$ cat src/rtl/vga_fb_sched.sv
// Purpose: schedules the single pixel write path into vga_frame, arbitrating CPU stores against a plane fill engine.
// Latency: a write granted in cycle N (o_cpu_ack, or an internal fill grant) is on o_pxlAddr/o_pxlData/o_ctrlVGA in N+1.
// Backpressure: the CPU holds i_cpu_req until o_cpu_ack; the fill engine stalls in place whenever it loses arbitration.
//
// Ports:
//   i_clk, i_rst_n                       clock, asynchronous active-low reset
//   i_cpu_req/addr/data/ctrl, o_cpu_ack  CPU store port; addr = {plane[17:16], Y[15:8], X[7:0]}
//   i_fill_start/plane/data/ctrl         fill launch (plane 3 = red, green, blue in sequence)
//   i_fill_abort                         cancel a running fill, with no done pulse
//   o_fill_busy, o_fill_done             fill status; done pulses with the final write on the outputs
//   o_pxlAddr/o_pxlData/o_ctrlVGA        registered write to vga_frame; o_ctrlVGA == '0 is a no-op
// The ctrl fields carry vga_frame's mem_ctrl_t flattened to CTRL_W bits.
// Build option: define VGA_FB_SCHED_RR_EN to alternate grants on conflict. Without it the CPU has strict priority.
module vga_fb_sched #(
  parameter logic [7:0]  X_LAST = 8'd252,
  parameter logic [7:0]  X_STEP = 8'd4,
  parameter logic [7:0]  Y_LAST = 8'd239,
  parameter int unsigned CTRL_W = 4
) (
  input  logic              i_clk,
  input  logic              i_rst_n,
  input  logic              i_cpu_req,
  input  logic [31:0]       i_cpu_addr,
  input  logic [31:0]       i_cpu_data,
  input  logic [CTRL_W-1:0] i_cpu_ctrl,
  output logic              o_cpu_ack,
  input  logic              i_fill_start,
  input  logic [1:0]        i_fill_plane,
  input  logic [31:0]       i_fill_data,
  input  logic [CTRL_W-1:0] i_fill_ctrl,
  input  logic              i_fill_abort,
  output logic              o_fill_busy,
  output logic              o_fill_done,
  output logic [31:0]       o_pxlAddr,
  output logic [31:0]       o_pxlData,
  output logic [CTRL_W-1:0] o_ctrlVGA
);

  typedef enum logic {S_IDLE = 1'b0, S_FILL = 1'b1} state_e;

  state_e            state_q;
  logic [1:0]        plane_q;
  logic              mode3_q;
  logic [7:0]        x_q;
  logic [7:0]        y_q;
  logic [31:0]       fill_data_q;
  logic [CTRL_W-1:0] fill_ctrl_q;
  logic              done_q;
  logic [31:0]       addr_q, addr_d;
  logic [31:0]       data_q, data_d;
  logic [CTRL_W-1:0] ctrl_q, ctrl_d;
`ifdef VGA_FB_SCHED_RR_EN
  logic              last_fill_q;  // 1: the fill engine took the most recent grant
`endif

  logic fill_req, cpu_gnt, fill_gnt;
  logic x_end, plane_end, fill_end;

  // An abort withdraws the fill request in the same cycle, so no further fill word is issued.
  assign fill_req = (state_q == S_FILL) && !i_fill_abort;

`ifdef VGA_FB_SCHED_RR_EN
  // On conflict the side that did not take the last grant wins.
  assign cpu_gnt = i_cpu_req && (!fill_req || last_fill_q);
`else
  assign cpu_gnt = i_cpu_req;
`endif
  assign fill_gnt = fill_req && !cpu_gnt;

  // The grant is combinational, so it is masked while reset is held.
  assign o_cpu_ack = cpu_gnt && i_rst_n;

  assign x_end     = (x_q == X_LAST);
  assign plane_end = x_end && (y_q == Y_LAST);
  assign fill_end  = plane_end && (!mode3_q || (plane_q == 2'd2));

  always_comb begin
    addr_d = '0;
    data_d = '0;
    ctrl_d = '0;
    if (cpu_gnt) begin
      addr_d = i_cpu_addr;
      data_d = i_cpu_data;
      ctrl_d = i_cpu_ctrl;
    end else if (fill_gnt) begin
      addr_d = {14'b0, plane_q, y_q, x_q};
      data_d = fill_data_q;
      ctrl_d = fill_ctrl_q;
    end
  end

  always_ff @(posedge i_clk or negedge i_rst_n) begin
    if (!i_rst_n) begin
      state_q     <= S_IDLE;
      plane_q     <= 2'd0;
      mode3_q     <= 1'b0;
      x_q         <= 8'd0;
      y_q         <= 8'd0;
      fill_data_q <= '0;
      fill_ctrl_q <= '0;
      done_q      <= 1'b0;
      addr_q      <= '0;
      data_q      <= '0;
      ctrl_q      <= '0;
`ifdef VGA_FB_SCHED_RR_EN
      last_fill_q <= 1'b1;
`endif
    end else begin
      addr_q <= addr_d;
      data_q <= data_d;
      ctrl_q <= ctrl_d;
      done_q <= 1'b0;
`ifdef VGA_FB_SCHED_RR_EN
      if (cpu_gnt) begin
        last_fill_q <= 1'b0;
      end else if (fill_gnt) begin
        last_fill_q <= 1'b1;
      end
`endif
      case (state_q)
        S_IDLE: begin
          // A start is accepted even if abort is also high this cycle.
          if (i_fill_start) begin
            plane_q     <= (i_fill_plane == 2'd3) ? 2'd0 : i_fill_plane;
            mode3_q     <= (i_fill_plane == 2'd3);
            fill_data_q <= i_fill_data;
            fill_ctrl_q <= i_fill_ctrl;
            x_q         <= 8'd0;
            y_q         <= 8'd0;
            state_q     <= S_FILL;
          end
        end
        S_FILL: begin
          if (i_fill_abort) begin
            state_q <= S_IDLE;
          end else if (fill_gnt) begin
            if (fill_end) begin
              state_q <= S_IDLE;
              done_q  <= 1'b1;
            end else if (plane_end) begin
              x_q     <= 8'd0;
              y_q     <= 8'd0;
              plane_q <= plane_q + 2'd1;
            end else if (x_end) begin
              x_q <= 8'd0;
              y_q <= y_q + 8'd1;
            end else begin
              x_q <= x_q + X_STEP;
            end
          end
        end
        default: state_q <= S_IDLE;
      endcase
    end
  end

  assign o_fill_busy = (state_q == S_FILL);
  assign o_fill_done = done_q;
  assign o_pxlAddr   = addr_q;
  assign o_pxlData   = data_q;
  assign o_ctrlVGA   = ctrl_q;

endmodule

$ cat config.mk
export PLATFORM = sky130hd
export DESIGN_NAME = vga_fb_sched
export DESIGN_NICKNAME = d
export VERILOG_FILES = /design/src/rtl/vga_fb_sched.sv
export SDC_FILE = /design/constraint.sdc
export NUM_CORES = 1
export LEC_CHECK = 0
export ABC_AREA = 0
export BUFFER_PORTS_ARGS = -buffer_cell sky130_fd_sc_hd__buf_2
export CAP_MARGIN = 20
export CORE_MARGIN = 2
export CORE_UTILIZATION = 40
export DETAILED_ROUTE_END_ITERATION = 6
export PLACE_DENSITY = 0.64
export SETUP_SLACK_MARGIN = 0.5
export SLEW_MARGIN = 25
export SYNTH_ARGS = -nofsm -noshare
export SYNTH_HDL_FRONTEND = slang
export SYNTH_SLANG_ARGS = --single-unit
$ cat constraint.sdc
create_clock -name i_clk -period 2.85 [get_ports i_clk]
set_clock_uncertainty 0.2 [all_clocks]
set_input_delay 0.4275 -clock i_clk [delete_from_list [all_inputs] [get_ports i_clk]]
set_output_delay 0.4275 -clock i_clk [all_outputs]
set_load 0.02 [all_outputs]
==> summary.txt <==
Synth
  • Commonest cells post-synth: 123 x dfrtp_1, 123 x nand2_1, 53 x a22o_1
  • Cell variety after synth: 42
  • Largest cells by area after synthesis: dfrtp_1 65%, a22o_1 9.7%, nand2_1 9.7%, and2_1 2.2%, clkbuf_1 1.3%
  • Synth Warn #: 0
  • Seq/Total Area, Yosys: 64.6%
  • EDFF count, synth: 0
  • Post-Synthesis Cell Area: 4760 µm²
  • Cell taking the most area after synthesis: dfrtp_1
  • Syn_nets: 525
  • Top-area cell type share of the netlist area: 64.6%
  • Async SR Flop Fraction: 100%
  • Syn_area_per_cell: 11.6 µm²
  • Yosys reg bits: 123
  • Gate Count Post-Synth: 411
  • Top_reg_cell synth: dfrtp_1

Clock tree
  • CTS Buf Count: 17
  • CTS HTree Levels: 4
  • Clock Sinks: 123
  • Clk_lat worst skew: 0.40 ns
  • CTS tree: yes
  • Clk slew on worst S/H paths: 0.05 ns
  • Clk buf depth: 2
  • Root Buffer Master: clkbuf_16

Hold path
  • Hold endpoint: fill_data_q[22]$_DFFE_PN0P_
  • Min-delay src: i_fill_data[22]
  • Hold depth: 3
  • Hold Path Class: input port to flop

Flow run
  • Max-cap violations: 0

Layout
  • Final Util: 56.5%
  • Fin nets: 719
  • Share of post-route cells with drive strength above 1: 38.0%
  • Fillers: 1011
  • Multi-input gate area: 1580 µm²
  • Layout area overhead: 36.6%
  • Diode count: 0
  • Seq. cell area: 3080 µm²

Floorplanning
  • Starting density of the core: 41.4%
  • I/O pins: 182
  • Die Wd: 113 µm
  • Die area: 12800 µm²
  • # rows: 39
  • Die H: 113 µm
  • Area of the core: 11500 µm²

Power
  • Leak: 0.00347 µW
  • Worst vdd ir: 322 µV
  • PD cells: 739 nW/µm²

Routing
  • WL/cell: 15.5 µm
  • Drt drc: 15
  • DR vias/cell: 4.95
  • Detailed Route Iter0 Violations: 198
  • Antenna-violating nets left: 0
  • Routed Wire Length: 11.8 mm
  • Vias: 3768
  • TritonRoute pass-1 iters: 7

Placement
  • Dpl hpwl: 7.98 mm
  • Final GP Congestion: 0.763
  • Port bufs: 181

GRT
  • Antenna violations before repair: 0
  • Number of global-route vias before repair: 3904
  • First-pass GRT wire length: 19.4 mm
  • Total track usage: 19.7%
  • Largest net degree at the start of global routing: 124
  • Total grt overflow: 0

Timing
  • Worst-margin pin slew: 0.698 ns
  • Max_slew headroom: 53.5%
  • Final TNS setup: 0 ns
  • Tmin final: 2.24 ns
  • Final setup vio count: 0
  • RSZ-0062 raised after global routing: false
  • Hold slack final: 0.0223 ns
  • Final period util: 78.6%
  • Fin. max-slew vios: 0
  • Final Hold Fails: 0
  • Fmax: 0.446 GHz

Setup path
  • R2R setup slack: 0.61 ns
  • R2r worst-path depth: 6
  • Crit Reg-Reg Endpoint: plane_q[0]$_DFFE_PN0P_
  • Critical Path RT: 2.93 ns
  • Worst Setup End Kind: flop
  • Worst setup SP type: flop
  • R2r startpoint: y_q[0]$_DFFE_PN0P_
  • Critical Path AT: 2.32 ns
  • Worst-path maximum fanout: 5
  • CP Class: flop to flop

Status
  • Status: finished with violations
  • Failing checks: DRC
registers in the layout, summed over array words and instances (netlist names):
register / count
y_q: 8
o_ctrlVGA: 4
o_pxlData: 32
mode3_q: 1
o_pxlAddr: 32
o_fill_busy: 1
o_fill_done: 1
fill_ctrl_q: 4
plane_q: 2
x_q: 6
fill_data_q: 32
worst max-delay path by stage:
stage / to / slack (ns) / start / depth (start not counted)
after floorplan: plane_q[0]$_DFFE_PN0P_ / 0.68 / y_q[0]$_DFFE_PN0P_ / 6
final: plane_q[0]$_DFFE_PN0P_ / 0.61 / y_q[0]$_DFFE_PN0P_ / 6
after global placement: x_q[7]$_DFFE_PN0P_ / 0.59 / i_fill_abort / 7
after CTS: x_q[7]$_DFFE_PN0P_ / 0.55 / x_q[2]$_DFFE_PN0P_ / 7
after global routing: x_q[5]$_DFFE_PN0P_ / 0.51 / o_fill_busy$_DFF_PN0_ / 6
after detailed placement: x_q[7]$_DFFE_PN0P_ / 0.57 / i_fill_abort / 7
worst max-delay path: stages (launching register included):
cell and delay (ns):
dfrtp_1 0.40, ha_2 0.25, nand3_4 0.12, a211o_4 0.37, o32ai_4 0.28, nand2b_2 0.18, mux2_2 0.33
cells in the final DEF (no fill, tap or decap), types with 2 or more instances in the layout:
cell type and count:
clkinv_2 5, buf_2 180, dlygate4sd3_1 9, nand2_1 123
ha_1 2, clkbuf_8 2, bufinv_16 2, nor2_1 7
and2_1 17, o31ai_1 6, and3_2 2, dfrtp_1 123
nand3_1 5, clkbuf_16 17, o21ai_0 10, inv_1 5
a21oi_1 2, a22o_1 53, mux2_2 2, or4_1 3
buf_4 7, o211ai_1 2, clkbuf_1 5
cells by family after synthesis:
group | count (synthesis) | synth area share (%)
adder cells (fa/ha/maj) | 3 | 0.788
flip-flops | 123 | 64.6
AO/OA/AOI/OAI | 80 | 14.4
buffers and inverters | 29 | 2.78
multiplexers | 2 | 0.473
AND/OR/NAND/NOR | 174 | 16.9
area by class of cell:
cell class	count	area share (%)
repair buffers	198	16.5
clock inverters	8	1.42
flip-flops and latches	123	47.3
well taps	143	2.75
clock buffers	24	7.25
multi-input cells	259	24.2
inverters	6	0.557
where the power goes:
group          leakage (µW)  switching (µW)  internal (µW)
Sequential          0.00157             132           1970
Combinational       0.00162             393            292
Clock              0.000278             702           1320
Total               0.00347            1230           3580
per-stage QoR:
stage / instances / setup WS, ns / area, µm² / power [µW]
6_report: 761 / 0.610 / 6510 / 4810
5_1_grt: 761 / 0.512 / 6510 / 5080
4_1_cts: 761 / 0.547 / 6490 / 4870
3_5_place_dp: 720 / 0.572 / 5830 / 2810
3_3_place_gp: 720 / 0.590 / 5830 / 2790
2_1_floorplan: 411 / 0.682 / 4760 / 2510
routing by layer:
metal | GRT usage [%] | vias up | part of all wire [%]
met5 | 0 | - | 0
met4 | 9.11 | 0 | 1.8
met3 | 5.95 | 20 | 6.3
met2 | 31.4 | 141 | 48
met1 | 24.9 | 1807 | 43
li1 | - | 1800 | -
repair_timing:
action                                  CTS  global route
endpoints found under the setup margin    0             8
hold buffers                              9             0
resized for setup                         0             5
endpoints found under the hold margin   131             0
setup buffers                             0             0
(Power assumes the default switching activity.)
